$ cat src/rtl/ddr4_sref_sequencer_if.sv
// ddr4_sref_sequencer_if: software command/status and per-channel MIG handshake bundle
interface ddr4_sref_sequencer_if #(
    parameter int NUM_CH = 3
);
    logic              cmd_enter;
    logic              cmd_exit;
    logic [NUM_CH-1:0] ch_mask;
    logic [NUM_CH-1:0] sref_ack;
    logic [NUM_CH-1:0] calib_complete;
    logic [NUM_CH-1:0] sref_req;
    logic [NUM_CH-1:0] mem_init_skip;
    logic [NUM_CH-1:0] xsdb_select;
    logic [NUM_CH-1:0] restore_complete;
    logic              pr_safe;
    logic              busy;
    logic              done;
    logic              err;
    logic [1:0]        err_code;
    logic [2:0]        state;

    modport master (
        output cmd_enter, cmd_exit, ch_mask, sref_ack, calib_complete,
        input  sref_req, mem_init_skip, xsdb_select, restore_complete,
        input  pr_safe, busy, done, err, err_code, state
    );

    modport slave (
        input  cmd_enter, cmd_exit, ch_mask, sref_ack, calib_complete,
        output sref_req, mem_init_skip, xsdb_select, restore_complete,
        output pr_safe, busy, done, err, err_code, state
    );
endinterface

$ cat src/rtl/ddr4_sref_sequencer.sv
// ddr4_sref_sequencer: DDR4 self-refresh save/restore sequencing around partial reconfiguration
module ddr4_sref_sequencer #(
    parameter int NUM_CH         = 3,
    parameter int ACK_TIMEOUT    = 1048576,
    parameter int RESTORE_CYCLES = 64,
    parameter int CAL_TIMEOUT    = 4194304
) (
    input logic                  CLK_IN_125M,
    input logic                  AXI_RESET_N,
    ddr4_sref_sequencer_if.slave bus
);
    localparam int CW = $clog2(ACK_TIMEOUT > CAL_TIMEOUT ? ACK_TIMEOUT : CAL_TIMEOUT);
    localparam logic [CW-1:0] ACK_LAST = CW'(ACK_TIMEOUT - 1);
    localparam logic [CW-1:0] RST_LAST = CW'(RESTORE_CYCLES - 1);
    localparam logic [CW-1:0] CAL_LAST = CW'(CAL_TIMEOUT - 1);

    typedef enum logic [2:0] {
        IDLE       = 3'd0,
        ENTER_WAIT = 3'd1,
        IN_SREF    = 3'd2,
        RESTORE    = 3'd3,
        CAL_WAIT   = 3'd4,
        ERROR      = 3'd5
    } state_t;

    state_t            state_q;
    logic [NUM_CH-1:0] mask_q;
    logic [CW-1:0]     cnt_q;
    logic [NUM_CH-1:0] sref_req_q;
    logic [NUM_CH-1:0] skip_q;
    logic [NUM_CH-1:0] xsdb_q;
    logic [NUM_CH-1:0] rc_q;
    logic              pr_safe_q;
    logic              done_q;
    logic              err_q;
    logic [1:0]        err_code_q;
    logic [NUM_CH-1:0] ack_meta_q;
    logic [NUM_CH-1:0] ack_sync_q;
    logic [NUM_CH-1:0] cal_meta_q;
    logic [NUM_CH-1:0] cal_sync_q;

    // Two-flop synchronisers for the MIG status inputs, which are asynchronous to this clock
    always_ff @(posedge CLK_IN_125M) begin
        if (!AXI_RESET_N) begin
            ack_meta_q <= '0;
            ack_sync_q <= '0;
            cal_meta_q <= '0;
            cal_sync_q <= '0;
        end else begin
            ack_meta_q <= bus.sref_ack;
            ack_sync_q <= ack_meta_q;
            cal_meta_q <= bus.calib_complete;
            cal_sync_q <= cal_meta_q;
        end
    end

    // Sequencer FSM; the counter saturates and restarts from zero on every state change
    always_ff @(posedge CLK_IN_125M) begin
        if (!AXI_RESET_N) begin
            state_q    <= IDLE;
            mask_q     <= '0;
            cnt_q      <= '0;
            sref_req_q <= '0;
            skip_q     <= '0;
            xsdb_q     <= '0;
            rc_q       <= '0;
            pr_safe_q  <= 1'b0;
            done_q     <= 1'b0;
            err_q      <= 1'b0;
            err_code_q <= 2'b00;
        end else begin
            done_q <= 1'b0;
            cnt_q  <= (&cnt_q) ? cnt_q : cnt_q + 1'b1;
            case (state_q)
                IDLE: begin
                    if (bus.cmd_enter && |bus.ch_mask) begin
                        state_q    <= ENTER_WAIT;
                        mask_q     <= bus.ch_mask;
                        sref_req_q <= bus.ch_mask;
                        cnt_q      <= '0;
                    end
                end
                ENTER_WAIT: begin
                    if ((ack_sync_q & mask_q) == mask_q) begin
                        state_q   <= IN_SREF;
                        done_q    <= 1'b1;
                        pr_safe_q <= 1'b1;
                        cnt_q     <= '0;
                    end else if (cnt_q == ACK_LAST) begin
                        state_q    <= ERROR;
                        err_q      <= 1'b1;
                        err_code_q <= 2'b01;
                        sref_req_q <= '0;
                        cnt_q      <= '0;
                    end
                end
                IN_SREF: begin
                    if ((ack_sync_q & mask_q) != mask_q) begin
                        state_q    <= ERROR;
                        err_q      <= 1'b1;
                        err_code_q <= 2'b10;
                        sref_req_q <= '0;
                        pr_safe_q  <= 1'b0;
                        cnt_q      <= '0;
                    end else if (bus.cmd_exit) begin
                        state_q    <= RESTORE;
                        sref_req_q <= '0;
                        skip_q     <= mask_q;
                        xsdb_q     <= mask_q;
                        pr_safe_q  <= 1'b0;
                        cnt_q      <= '0;
                    end
                end
                RESTORE: begin
                    if (cnt_q == RST_LAST) begin
                        state_q <= CAL_WAIT;
                        rc_q    <= mask_q;
                        xsdb_q  <= '0;
                        cnt_q   <= '0;
                    end
                end
                CAL_WAIT: begin
                    if ((cal_sync_q & mask_q) == mask_q) begin
                        state_q <= IDLE;
                        done_q  <= 1'b1;
                        skip_q  <= '0;
                        rc_q    <= '0;
                        mask_q  <= '0;
                        cnt_q   <= '0;
                    end else if (cnt_q == CAL_LAST) begin
                        state_q    <= ERROR;
                        err_q      <= 1'b1;
                        err_code_q <= 2'b11;
                        rc_q       <= '0;
                        cnt_q      <= '0;
                    end
                end
                ERROR: begin
                    if (bus.cmd_exit) begin
                        state_q    <= IDLE;
                        err_q      <= 1'b0;
                        err_code_q <= 2'b00;
                        mask_q     <= '0;
                        skip_q     <= '0;
                        cnt_q      <= '0;
                    end
                end
                default: begin
                    state_q <= IDLE;
                    cnt_q   <= '0;
                end
            endcase
        end
    end

    assign bus.sref_req         = sref_req_q;
    assign bus.mem_init_skip    = skip_q;
    assign bus.xsdb_select      = xsdb_q;
    assign bus.restore_complete = rc_q;
    assign bus.pr_safe          = pr_safe_q;
    assign bus.done             = done_q;
    assign bus.err              = err_q;
    assign bus.err_code         = err_code_q;
    assign bus.state            = state_q;
    assign bus.busy             = (state_q != IDLE) && (state_q != IN_SREF);
endmodule

$ cat src/flat_wrapper.sv
// flat-port wrapper written by rule: the top's interface ports become plain ports
module ddr4_sref_sequencer_flat 
#(
    parameter int NUM_CH         = 3,
    parameter int ACK_TIMEOUT    = 1048576,
    parameter int RESTORE_CYCLES = 64,
    parameter int CAL_TIMEOUT    = 4194304
)
  (CLK_IN_125M, AXI_RESET_N, bus_cmd_enter, bus_cmd_exit, bus_ch_mask, bus_sref_ack, bus_calib_complete, bus_sref_req, bus_mem_init_skip, bus_xsdb_select, bus_restore_complete, bus_pr_safe, bus_busy, bus_done, bus_err, bus_err_code, bus_state);
  ddr4_sref_sequencer_if #(.NUM_CH(NUM_CH)) bus_i ();
  input logic CLK_IN_125M;
  input logic AXI_RESET_N;
  input wire logic [$bits(bus_i.cmd_enter)-1:0] bus_cmd_enter;
  input wire logic [$bits(bus_i.cmd_exit)-1:0] bus_cmd_exit;
  input wire logic [$bits(bus_i.ch_mask)-1:0] bus_ch_mask;
  input wire logic [$bits(bus_i.sref_ack)-1:0] bus_sref_ack;
  input wire logic [$bits(bus_i.calib_complete)-1:0] bus_calib_complete;
  output wire logic [$bits(bus_i.sref_req)-1:0] bus_sref_req;
  output wire logic [$bits(bus_i.mem_init_skip)-1:0] bus_mem_init_skip;
  output wire logic [$bits(bus_i.xsdb_select)-1:0] bus_xsdb_select;
  output wire logic [$bits(bus_i.restore_complete)-1:0] bus_restore_complete;
  output wire logic [$bits(bus_i.pr_safe)-1:0] bus_pr_safe;
  output wire logic [$bits(bus_i.busy)-1:0] bus_busy;
  output wire logic [$bits(bus_i.done)-1:0] bus_done;
  output wire logic [$bits(bus_i.err)-1:0] bus_err;
  output wire logic [$bits(bus_i.err_code)-1:0] bus_err_code;
  output wire logic [$bits(bus_i.state)-1:0] bus_state;
  assign bus_i.cmd_enter = bus_cmd_enter;
  assign bus_i.cmd_exit = bus_cmd_exit;
  assign bus_i.ch_mask = bus_ch_mask;
  assign bus_i.sref_ack = bus_sref_ack;
  assign bus_i.calib_complete = bus_calib_complete;
  assign bus_sref_req = bus_i.sref_req;
  assign bus_mem_init_skip = bus_i.mem_init_skip;
  assign bus_xsdb_select = bus_i.xsdb_select;
  assign bus_restore_complete = bus_i.restore_complete;
  assign bus_pr_safe = bus_i.pr_safe;
  assign bus_busy = bus_i.busy;
  assign bus_done = bus_i.done;
  assign bus_err = bus_i.err;
  assign bus_err_code = bus_i.err_code;
  assign bus_state = bus_i.state;
  ddr4_sref_sequencer #(.NUM_CH(NUM_CH), .ACK_TIMEOUT(ACK_TIMEOUT), .RESTORE_CYCLES(RESTORE_CYCLES), .CAL_TIMEOUT(CAL_TIMEOUT)) u_core (.CLK_IN_125M(CLK_IN_125M), .AXI_RESET_N(AXI_RESET_N), .bus(bus_i));
endmodule
$ cat config.mk
export PLATFORM = sky130hd
export DESIGN_NAME = ddr4_sref_sequencer_flat
export DESIGN_NICKNAME = d
export VERILOG_FILES = /design/src/rtl/ddr4_sref_sequencer_if.sv /design/src/rtl/ddr4_sref_sequencer.sv /design/src/flat_wrapper.sv
export SDC_FILE = /design/constraint.sdc
export NUM_CORES = 1
export LEC_CHECK = 0
export ABC_CLOCK_PERIOD_IN_PS = 2080
export CAP_MARGIN = 20
export CORE_AREA = 2 2 78 80
export DETAILED_ROUTE_END_ITERATION = 6
export DIE_AREA = 0 0 80 82
export PLACE_DENSITY = 0.71
export SYNTH_ARGS = -nofsm -noshare
export SYNTH_HDL_FRONTEND = slang
export SYNTH_SLANG_ARGS = --single-unit
$ cat constraint.sdc
create_clock -name CLK_IN_125M -period 2.08 [get_ports CLK_IN_125M]
set_input_delay 0.208 -clock CLK_IN_125M [delete_from_list [all_inputs] [get_ports CLK_IN_125M]]
set_output_delay 0.208 -clock CLK_IN_125M [all_outputs]
set_load 0.02 [all_outputs]
* After elaboration in Yosys (flattened, before gate mapping)
Index checks and enable logic that the tools add are counted.
Operators by class: add/subtract/negate cells 1, eq/ne operators 27, mux-type cells 56, bitwise logic cells 2, reduce and logical (&&, ||, !) cells 21
Operators with widths (count):
- $mux W22 | 9
- $pmux W22 S6 | 1
- $mux W3 | 20
- $pmux W3 S3 | 3
- $add A22 B1 Y22 const B | 1
- $eq A22 B20 Y1 const B | 1
- $eq A22 B22 Y1 const B | 1
- $eq A22 B6 Y1 const B | 1
- $reduce_and A22 Y1 | 1
- $pmux W3 S6 | 1
- $ne A2 B1 Y1 const B | 7
- $mux W2 | 6
- $pmux W3 S2 | 2
- $reduce_bool A3 Y1 | 4
- $mux W1 | 10
- $ne A2 B2 Y1 const B | 5
- $reduce_and A5 Y1 | 2
- $pmux W2 S4 | 1
- $reduce_and A4 Y1 | 2
- $reduce_and A7 Y1 | 1
- $and A3 B3 Y3 | 2
- $eq A3 B2 Y1 const B | 2
- $eq A3 B3 Y1 | 2
- $eq A3 B3 Y1 const B | 2
- other kinds (13) | 20
Storage, ports and cells: register bits 57, bits of input ports 13, output and inout bits 21, word-level logic and storage cells 122

* Logic depth before layout (Yosys ltp)
Gate-level depths: netlist of run 1.
depth after elaboration 5, mapped depth 9, depth with buffers taken out 7

* Least setup slack after synthesis of run 1
No wires, ideal clock.
path type register -> register, start point reg u_core.cnt_q[0], end point reg u_core.cnt_q[11], library setup time 0.115 ns, arrival time 1.903 ns, data required time 1.965 ns, setup slack 0.062 ns, stages on the path, launching flop included 10, path buffers 2, clock period less this slack 2.018 ns, path through dfxtp_1 -> ha_1 -> and3_1 -> buf_6 -> nand3_1 -> o311ai_1 -> nand3_2 -> o21ai_4 -> buf_6 -> nor2_1
On the way: word-level cells in the longest chain between the ends 5, elaborated cells on any way between the ends 15, those cells by class add/sub (1); eq/ne (3); mux (10); reduce/logical (1)
Ends and longest elaborated chain:
- start: declaration | RTL line ddr4_sref_sequencer.sv:28 | logic [CW-1:0] cnt_q;
- start signal: assignment | RTL line ddr4_sref_sequencer.sv:73 | cnt_q <= (&cnt_q) ? cnt_q : cnt_q + 1'b1;
- $add A22 B1 Y22 / $reduce_and A22 Y1 (equally long branches) | RTL line ddr4_sref_sequencer.sv:73
- $mux W22 | RTL line ddr4_sref_sequencer.sv:73
- $mux W22, on equally long branches
- $mux W22, on equally long branches | RTL line ddr4_sref_sequencer.sv:123, ddr4_sref_sequencer.sv:84, ddr4_sref_sequencer.sv:98
- $pmux W22 S6 (*) | RTL line ddr4_sref_sequencer.sv:74 | case (state_q)
Every way passes the cells marked *; elsewhere a longest branch is shown, timed or not. A chain may end at the register's enable or synchronous reset.

* Final worst setup path of run 1
start point reg u_core.state_q[2], in the netlist u_core.bus.state[2], end point out bus_busy
On the way: word-level cells in the longest chain between the ends 2, elaborated cells on any way between the ends 3, those cells by class eq/ne (1); reduce/logical (2)
Ends and longest elaborated chain:
- start: declaration | RTL line ddr4_sref_sequencer.sv:26 | state_t state_q;
- start signal: assignment | RTL line ddr4_sref_sequencer.sv:60 | state_q <= IDLE;
- start signal: assignment | RTL line ddr4_sref_sequencer.sv:77 | state_q <= ENTER_WAIT;
- start signal: assignment | RTL line ddr4_sref_sequencer.sv:85 | state_q <= IN_SREF;
- $ne A3 B2 Y1 / $reduce_bool A3 Y1 (equally long branches) | RTL line ddr4_sref_sequencer.sv:165 | assign bus.busy = (state_q != IDLE) && (state_q != IN_SREF);
- $logic_and A1 B1 Y1 (*) | RTL line ddr4_sref_sequencer.sv:165
- end: declaration | RTL line flat_wrapper.sv:23 | output wire logic [$bits(bus_i.busy)-1:0] bus_busy;
Marked as above.

==> run_summary.xml, run 1 <==
<?xml version="1.0" encoding="UTF-8"?>
<metrics>
  <group name="yosys">
    <metric name="synth_edf_count" unit="">0</metric>
    <metric name="synthArstFlopShare" unit="%">0</metric>
    <metric name="yosys.cell_types.count" unit="">57</metric>
    <metric name="synth.avg_cell_area" unit="um^2">8.57</metric>
    <metric name="ys_warn_count" unit="">0</metric>
    <metric name="netlist.area_leader.share" unit="%">41.1</metric>
    <metric name="synth_register_bits" unit="">57</metric>
    <metric name="synthesis.area" unit="um^2">2780</metric>
    <metric name="post_synthesis_cells" unit="">324</metric>
    <metric name="yosysTopAreaCell" unit="">sky130_fd_sc_hd__dfxtp_1</metric>
    <metric name="flip_flop_cell_with_the_highest_count_after_synthesis" unit="">sky130_fd_sc_hd__dfxtp_1</metric>
    <metric name="ys_seq_area_share" unit="%">41.1</metric>
    <metric name="postSynthNetCount" unit="">339</metric>
    <metric name="ys_top_cells_by_area" unit="">sky130_fd_sc_hd__dfxtp_1 (41%), sky130_fd_sc_hd__nor2_1 (4.2%), sky130_fd_sc_hd__nand2_1 (3.8%)</metric>
  </group>
  <group name="floorplan">
    <metric name="floorplan.rows" unit="">28</metric>
    <metric name="placeableCoreArea" unit="um^2">5750</metric>
    <metric name="floorplan.initialDensity" unit="%">48.3</metric>
    <metric name="io_pins" unit="">34</metric>
    <metric name="die_w" unit="um">80</metric>
    <metric name="die_area" unit="um^2">6560</metric>
    <metric name="die_height" unit="um">82</metric>
  </group>
  <group name="sta">
    <metric name="worstMarginPinSlew" unit="ps">530</metric>
    <metric name="maxSlewViolCount" unit="">0</metric>
    <metric name="timing.final.setup_violations" unit="">0</metric>
    <metric name="timing.slew.headroom" unit="%">64.6</metric>
    <metric name="timing.clock.skew" unit="ps">10.0</metric>
    <metric name="maxClockFrequency" unit="GHz">0.505</metric>
    <metric name="grt_setup_unrepaired" unit="">false</metric>
    <metric name="final_hold_viol_count" unit="">0</metric>
    <metric name="layout_min_cycle_time" unit="ps">1980</metric>
    <metric name="fin_tns_setup" unit="ps">0</metric>
    <metric name="fin_crit_sh" unit="%">95.1</metric>
  </group>
  <group name="global_routing">
    <metric name="most_crowded_layer_gr" unit="">met2</metric>
    <metric name="gr-usage-met2" unit="%">36.0</metric>
    <metric name="use_met1" unit="%">26.2</metric>
    <metric name="vias_in_the_first_global_route" unit="">2330</metric>
    <metric name="groute.layer.met3.usage" unit="%">4.07</metric>
    <metric name="grt_antenna_before_repair" unit="">0</metric>
    <metric name="grt_pass1_wl" unit="um">10800</metric>
    <metric name="grt_usage" unit="%">21.6</metric>
    <metric name="globalRoute.totalOverflow" unit="">0</metric>
    <metric name="grt_start_max_net_pins" unit="">26</metric>
  </group>
  <group name="cells_and_area">
    <metric name="finish.net_count" unit="">392</metric>
    <metric name="fillerInstances" unit="">555</metric>
    <metric name="layout-drive-gt1-share" unit="%">18.3</metric>
    <metric name="areaGrowthSynthToFinish" unit="%">26.5</metric>
    <metric name="antenna_cells" unit="">0</metric>
  </group>
  <group name="power">
    <metric name="switching_share" unit="%">36.0</metric>
    <metric name="power.internal" unit="uW">2170</metric>
    <metric name="comb_power_share" unit="%">36.7</metric>
    <metric name="pwr-share-clk" unit="%">25.5</metric>
    <metric name="total_power" unit="uW">3400</metric>
    <metric name="seqPwrFrac" unit="%">37.8</metric>
    <metric name="vdd.ir_drop.worst" unit="uV">508</metric>
    <metric name="p_switching" unit="uW">1220</metric>
    <metric name="cellPowerDensity" unit="nW/um^2">967</metric>
    <metric name="power.static_leakage" unit="uW">0.00129</metric>
  </group>
  <group name="route">
    <metric name="remaining_drc_errors" unit="">0</metric>
    <metric name="route.antenna.remaining_nets" unit="">0</metric>
    <metric name="via_count" unit="">2489</metric>
    <metric name="wire_per_inst" unit="um">14.2</metric>
    <metric name="via_per_inst" unit="">5.45</metric>
    <metric name="drt_iter0_markers" unit="">163</metric>
    <metric name="dr.pass1.iters" unit="">4</metric>
    <metric name="drt_wl_total" unit="um">6500</metric>
  </group>
  <group name="clocking">
    <metric name="worst_setup_hold_path_clk_slew" unit="ps">70</metric>
    <metric name="worstSkewPairLatency" unit="ps">330</metric>
    <metric name="tritoncts" unit="">done</metric>
    <metric name="clock-sinks" unit="">57</metric>
    <metric name="clock_root_buffer_master" unit="">sky130_fd_sc_hd__clkbuf_8</metric>
    <metric name="cts_max_path_bufs" unit="">2</metric>
    <metric name="inserted_clock_buffers" unit="">9</metric>
    <metric name="cts_htree_levels" unit="">3</metric>
  </group>
  <group name="flow_run">
    <metric name="cap_violations" unit="">0</metric>
  </group>
  <group name="critical_path">
    <metric name="critical_path_peak_fanout" unit="">12</metric>
    <metric name="critical_path_at" unit="ps">1770</metric>
    <metric name="timing.critical_path.from_type" unit="">flop</metric>
    <metric name="cp.required" unit="ps">1870</metric>
    <metric name="crit_type" unit="">reg -&gt; out</metric>
    <metric name="reg2regPathDepth" unit="">8</metric>
    <metric name="crit_end_element" unit="">primary output</metric>
  </group>
  <group name="placement">
    <metric name="quantity_of_i_o_buffers_inserted_on_ports" unit="">33</metric>
    <metric name="dp.final_hpwl" unit="um">4790</metric>
    <metric name="place.gp.congestion" unit="">0.911</metric>
  </group>
  <group name="run_status">
    <metric name="run_status" unit="">finished clean</metric>
  </group>
  <group name="worst_hold_path">
    <metric name="hold_path.class" unit="">reg -&gt; reg</metric>
    <metric name="timing.hold.worst_path_depth" unit="">1</metric>
  </group>
</metrics>
[timing repair]
action | 4_1_cts | 5_1_grt
pin swaps | 0 | 2
endpoints found under the setup margin | 24 | 26
hold buffers | 0 | 0
gates resized for setup | 2 | 6
setup buffers | 0 | 1
[power groups by stage]
| stage | Combinational, uW | Clock (uW) | Sequential, uW |
|---|---|---|---|
| after global routing | 1360 | 944 | 1300 |
| after CTS | 1240 | 895 | 1280 |
| after floorplan | 684 | 0 | 1350 |
| after global placement | 1210 | 0 | 1310 |
| final | 1250 | 867 | 1280 |
| after detailed placement | 1220 | 0 | 1310 |
[per-layer routing]
metal / wire [um] / share of wire, %
met5: 0 / 0
met4: 104 / 1.6
met3: 229 / 3.5
met2: 3240 / 50
met1: 2930 / 45
[layout by cell type, fill, tap and decap left out, types with 4 or more instances in the layout]
master,instances
sky130_fd_sc_hd__dfxtp_1,54
sky130_fd_sc_hd__clkdlybuf4s50_1,33
sky130_fd_sc_hd__nor2_1,31
sky130_fd_sc_hd__nand2_1,28
sky130_fd_sc_hd__buf_4,23
sky130_fd_sc_hd__o21ai_0,17
sky130_fd_sc_hd__nand3_1,12
sky130_fd_sc_hd__xor2_1,12
sky130_fd_sc_hd__and2_1,12
sky130_fd_sc_hd__a21oi_1,12
sky130_fd_sc_hd__nand2b_1,11
sky130_fd_sc_hd__nor3_1,11
sky130_fd_sc_hd__nand4_1,9
sky130_fd_sc_hd__clkbuf_8,9
sky130_fd_sc_hd__inv_1,8
sky130_fd_sc_hd__nor2b_1,8
sky130_fd_sc_hd__a31oi_1,6
sky130_fd_sc_hd__and3_1,5
sky130_fd_sc_hd__nor3b_1,5
sky130_fd_sc_hd__and3_2,4
sky130_fd_sc_hd__nor4_1,4
sky130_fd_sc_hd__xnor2_1,4
sky130_fd_sc_hd__a32o_1,4
sky130_fd_sc_hd__clkinv_2,4
[layout make-up]
| cell class | count | area, um^2 | share of cell area (%) |
|---|---|---|---|
| tap | 75 | 93.8 | 2.67 |
| multi-input combinational | 243 | 1540 | 43.7 |
| timing repair buffer | 58 | 543 | 15.5 |
| sequential | 57 | 1140 | 32.6 |
| clock buffer | 10 | 128 | 3.64 |
| inverter | 8 | 30.0 | 0.856 |
| clock inverter | 6 | 35.0 | 0.998 |
[synth_stat cells (all sizes together), types with 4 or more instances]
library cell and count:
buf 6, nor3b 5, clkbuf 10, a31oi 6
a21oi 12, a32o 4, dfxtp 57, and3 10
nand2b 11, inv 8, xor2 12, xnor2 4
nand4 10, nand2 28, nor2b 8, and2 14
nand3 14, nor2 33, nor4 5, o21ai 18
nor3 12
[worst max-delay path: stages, from the launching register on]
cell and delay, ps:
sky130_fd_sc_hd__dfxtp_1 460, sky130_fd_sc_hd__buf_4 220, sky130_fd_sc_hd__nor2_1 80, sky130_fd_sc_hd__inv_1 70, sky130_fd_sc_hd__clkdlybuf4s50_1 610
[through the flow]
stage | util, % | setup WS, ps | area (um^2) | std cells | hold WS (ps)
global route | 61.1 | 11.8 | 3510 | 457 | 444
global placement | 57.6 | 21.6 | 3310 | 440 | 415
detailed placement | 57.6 | -39.6 | 3310 | 440 | 419
finish | 61.1 | 101 | 3510 | 457 | 427
floorplan | - | 62.0 | 2780 | 324 | 330
CTS | 60.6 | 22.7 | 3480 | 456 | 427
[registers in the layout, summed over array words and instances, names as in the netlist]
name	count
u_core.bus.sref_req	3
u_core.bus.restore_complete	3
u_core.ack_meta_q	3
u_core.cal_meta_q	3
u_core.cal_sync_q	3
u_core.ack_sync_q	3
u_core.bus.pr_safe	1
u_core.bus.done	1
u_core.bus.mem_init_skip	3
u_core.bus.xsdb_select	3
u_core.cnt_q	22
u_core.bus.err_code	2
u_core.bus.err	1
u_core.bus.state	3
u_core.mask_q	3
[worst paths after layout]
check | start | endpoint | slack [ps]
min | u_core.cal_meta_q[1]$_SDFF_PN0_ | u_core.cal_sync_q[1]$_SDFF_PN0_ | 430
max reg2reg | u_core.cnt_q[0]$_SDFF_PN0_ | u_core.bus.sref_req[1]$_SDFFE_PN0P_ | 100
min reg2reg | u_core.cal_meta_q[1]$_SDFF_PN0_ | u_core.cal_sync_q[1]$_SDFF_PN0_ | 430
max | u_core.bus.state[2]$_SDFFE_PN0P_ | bus_busy | 100
[logic make-up after synthesis]
logic type,count (synthesis),share of synthesized area [%]
buffers and inverters,24,4.51
adders and majority gates,3,1.26
AOI/OAI and AO/OA,63,15.5
muxes,1,0.406
DFF,57,41.1
and+or+nand+nor,160,32.2
xor gates and xnor gates,16,5.05
(Power assumes the default switching activity.)
==> run 2: changes to the inputs <==
Settings changed: ABC_CLOCK_PERIOD_IN_PS 2080 to default, CORE_AREA 2 2 78 80 to 10 10 86 88, DIE_AREA 0 0 80 82 to 0 0 96 98, TNS_END_PERCENT from default to 100.
==> run 2 against run 1 <==
Net effect: clock power increased by 37%; die area rose by 43%; first-iteration DRC count is 7.4% lower; non-clock buffer count unchanged; global-route usage decreased by 6.0 points; worst hold slack improved by 4.5 ps; clock-buffer cell count up 1.
==> run_summary.xml, run 2 (synthesis results as in run 1) <==
<?xml version="1.0" encoding="UTF-8"?>
<metrics>
  <group name="power">
    <metric name="vdd.ir_drop.worst" unit="uV">560</metric>
    <metric name="power.static_leakage" unit="uW">0.00133</metric>
    <metric name="cellPowerDensity" unit="nW/um^2">1030</metric>
  </group>
  <group name="route">
    <metric name="route.antenna.remaining_nets" unit="">0</metric>
    <metric name="drt_wl_total" unit="um">6950</metric>
    <metric name="via_count" unit="">2550</metric>
    <metric name="wire_per_inst" unit="um">15.2</metric>
    <metric name="via_per_inst" unit="">5.58</metric>
    <metric name="remaining_drc_errors" unit="">0</metric>
    <metric name="dr.pass1.iters" unit="">4</metric>
    <metric name="drt_iter0_markers" unit="">151</metric>
  </group>
  <group name="clocking">
    <metric name="tritoncts" unit="">done</metric>
    <metric name="clock_root_buffer_master" unit="">sky130_fd_sc_hd__clkbuf_8</metric>
    <metric name="clock-sinks" unit="">57</metric>
    <metric name="cts_max_path_bufs" unit="">2</metric>
    <metric name="worstSkewPairLatency" unit="ps">340</metric>
    <metric name="cts_htree_levels" unit="">3</metric>
    <metric name="worst_setup_hold_path_clk_slew" unit="ps">70</metric>
    <metric name="inserted_clock_buffers" unit="">9</metric>
  </group>
  <group name="cells_and_area">
    <metric name="max_flop_register" unit="">u_core.cnt_q</metric>
    <metric name="finalNonFillerCells" unit="">457</metric>
    <metric name="layout_commonest_cell" unit="">sky130_fd_sc_hd__dfxtp_1</metric>
    <metric name="post-route-util" unit="%">62.9</metric>
    <metric name="antenna_cells" unit="">0</metric>
    <metric name="layout-drive-gt1-share" unit="%">21.5</metric>
    <metric name="fillerInstances" unit="">498</metric>
    <metric name="finish.net_count" unit="">392</metric>
    <metric name="areaGrowthSynthToFinish" unit="%">30.2</metric>
    <metric name="largest_register_ffs" unit="">22</metric>
    <metric name="most-common-layout-cells" unit="">sky130_fd_sc_hd__dfxtp_1 (48), sky130_fd_sc_hd__clkdlybuf4s50_1 (33), sky130_fd_sc_hd__nor2_1 (31)</metric>
  </group>
  <group name="placement">
    <metric name="place_inst" unit="">440</metric>
    <metric name="quantity_of_i_o_buffers_inserted_on_ports" unit="">33</metric>
    <metric name="place_worst_setup_slack" unit="ps">-83.4</metric>
    <metric name="dp.final_hpwl" unit="um">4950</metric>
    <metric name="place.gp.congestion" unit="">0.920</metric>
  </group>
  <group name="critical_path">
    <metric name="timing.rr.start" unit="">u_core.cnt_q[18]$_SDFF_PN0_</metric>
    <metric name="crit_type" unit="">reg -&gt; reg</metric>
    <metric name="critical_path_at" unit="ps">2220</metric>
    <metric name="crit_end_element" unit="">flop</metric>
    <metric name="critical_path_peak_fanout" unit="">18</metric>
    <metric name="crit_path_start" unit="">u_core.cnt_q[18]$_SDFF_PN0_</metric>
    <metric name="timing.critical_path.from_type" unit="">flop</metric>
    <metric name="cp.required" unit="ps">2310</metric>
  </group>
  <group name="global_routing">
    <metric name="grt_pass1_wl" unit="um">11800</metric>
    <metric name="vias_in_the_first_global_route" unit="">2477</metric>
    <metric name="grt_start_max_net_pins" unit="">26</metric>
    <metric name="globalRoute.totalOverflow" unit="">0</metric>
    <metric name="grt_usage" unit="%">15.6</metric>
    <metric name="grt_antenna_before_repair" unit="">0</metric>
  </group>
  <group name="floorplan">
    <metric name="die_area" unit="um^2">9410</metric>
    <metric name="floorplan.rows" unit="">28</metric>
    <metric name="die_w" unit="um">96</metric>
    <metric name="placeableCoreArea" unit="um^2">5750</metric>
    <metric name="io_pins" unit="">34</metric>
    <metric name="floorplan.initialDensity" unit="%">48.3</metric>
    <metric name="die_height" unit="um">98</metric>
  </group>
  <group name="sta">
    <metric name="final.setup.worst_slack" unit="ps">97.4</metric>
    <metric name="timing.slew.headroom" unit="%">71.2</metric>
    <metric name="layout_min_cycle_time" unit="ps">1980</metric>
    <metric name="fin_tns_setup" unit="ps">0</metric>
    <metric name="timing.final.setup_violations" unit="">0</metric>
    <metric name="maxClockFrequency" unit="GHz">0.504</metric>
    <metric name="grt_setup_unrepaired" unit="">true</metric>
    <metric name="timing.clock.skew" unit="ps">6.34</metric>
    <metric name="fin_crit_sh" unit="%">95.3</metric>
    <metric name="maxSlewViolCount" unit="">0</metric>
    <metric name="final_hold_viol_count" unit="">0</metric>
    <metric name="worstMarginPinSlew" unit="ps">431</metric>
  </group>
  <group name="flow_run">
    <metric name="cap_violations" unit="">0</metric>
  </group>
  <group name="worst_hold_path">
    <metric name="hold_path.startpoint" unit="">u_core.ack_meta_q[1]$_SDFF_PN0_</metric>
    <metric name="hold_path.class" unit="">reg -&gt; reg</metric>
  </group>
  <group name="run_status">
    <metric name="run_status" unit="">finished clean</metric>
  </group>
</metrics>
==> run 2: final cells by class <==
cell class | count | area, um^2 | area share (%)
multi-input combinational | 243 | 1570 | 43.6
sequential | 57 | 1150 | 31.9
timing repair buffer | 58 | 534 | 14.8
clock buffer | 11 | 151 | 4.19
tap | 75 | 93.8 | 2.60
clock inverter | 5 | 77.6 | 2.15
inverter | 8 | 30.0 | 0.831
==> run 2: repair_timing <==
action,4_1_cts,5_1_grt
gates resized for setup,4,17
pin swaps,1,4
hold buffers,0,0
setup endpoints to repair,26,31
setup buffers,1,0
==> run 2: routing by layer <==
layer  vias to the layer above  routed length (um)  track usage (%)
met4                         0                 198             8.63
met3                        20                 386             3.83
met1                      1186                3060             18.7
met5                         -                   0                0
met2                        77                3310             24.6
li1                       1267                   -                -
==> run 2: worst paths after layout <==
check / slack [ps] / to / cells after the start
max: 100 / u_core.cnt_q[18]$_SDFF_PN0_ / 7
min: 430 / u_core.ack_sync_q[1]$_SDFF_PN0_ / 1
max reg2reg: 100 / u_core.cnt_q[18]$_SDFF_PN0_ / 7
min reg2reg: 430 / u_core.ack_sync_q[1]$_SDFF_PN0_ / 1
==> run 2: through the flow <==
step	total power (uW)	area, um^2	hold slack [ps]
after global routing	3930	3610	442
after floorplan	2040	2780	330
after global placement	2500	3300	413
final	3720	3610	432
after CTS	3730	3560	431
after detailed placement	2520	3300	418
==> run 2: critical path, cell delays in order, from the launching register on <==
cell and delay, ps:
sky130_fd_sc_hd__dfxtp_1 440, sky130_fd_sc_hd__and3_2 240, sky130_fd_sc_hd__nand4_2 170, sky130_fd_sc_hd__or3_4 470, sky130_fd_sc_hd__and2_4 180, sky130_fd_sc_hd__o21ai_4 160, sky130_fd_sc_hd__buf_12 160, sky130_fd_sc_hd__nor2_1 60
==> run 2: report_power, final <==
| group | internal, uW | leakage (uW) | total, uW | switching (uW) |
|---|---|---|---|---|
| logic | 545 | 0.000749 | 1250 | 707 |
| clock network | 735 | 0.000115 | 1190 | 454 |
| registers | 1200 | 0.000468 | 1280 | 79.6 |
==> run 3: changes to the inputs <==
Settings changed: CTS_CLUSTER_DIAMETER from default to 200.
==> results of run 3 <==
No change in the layout: final DEF, timing and power equal those of run 2.
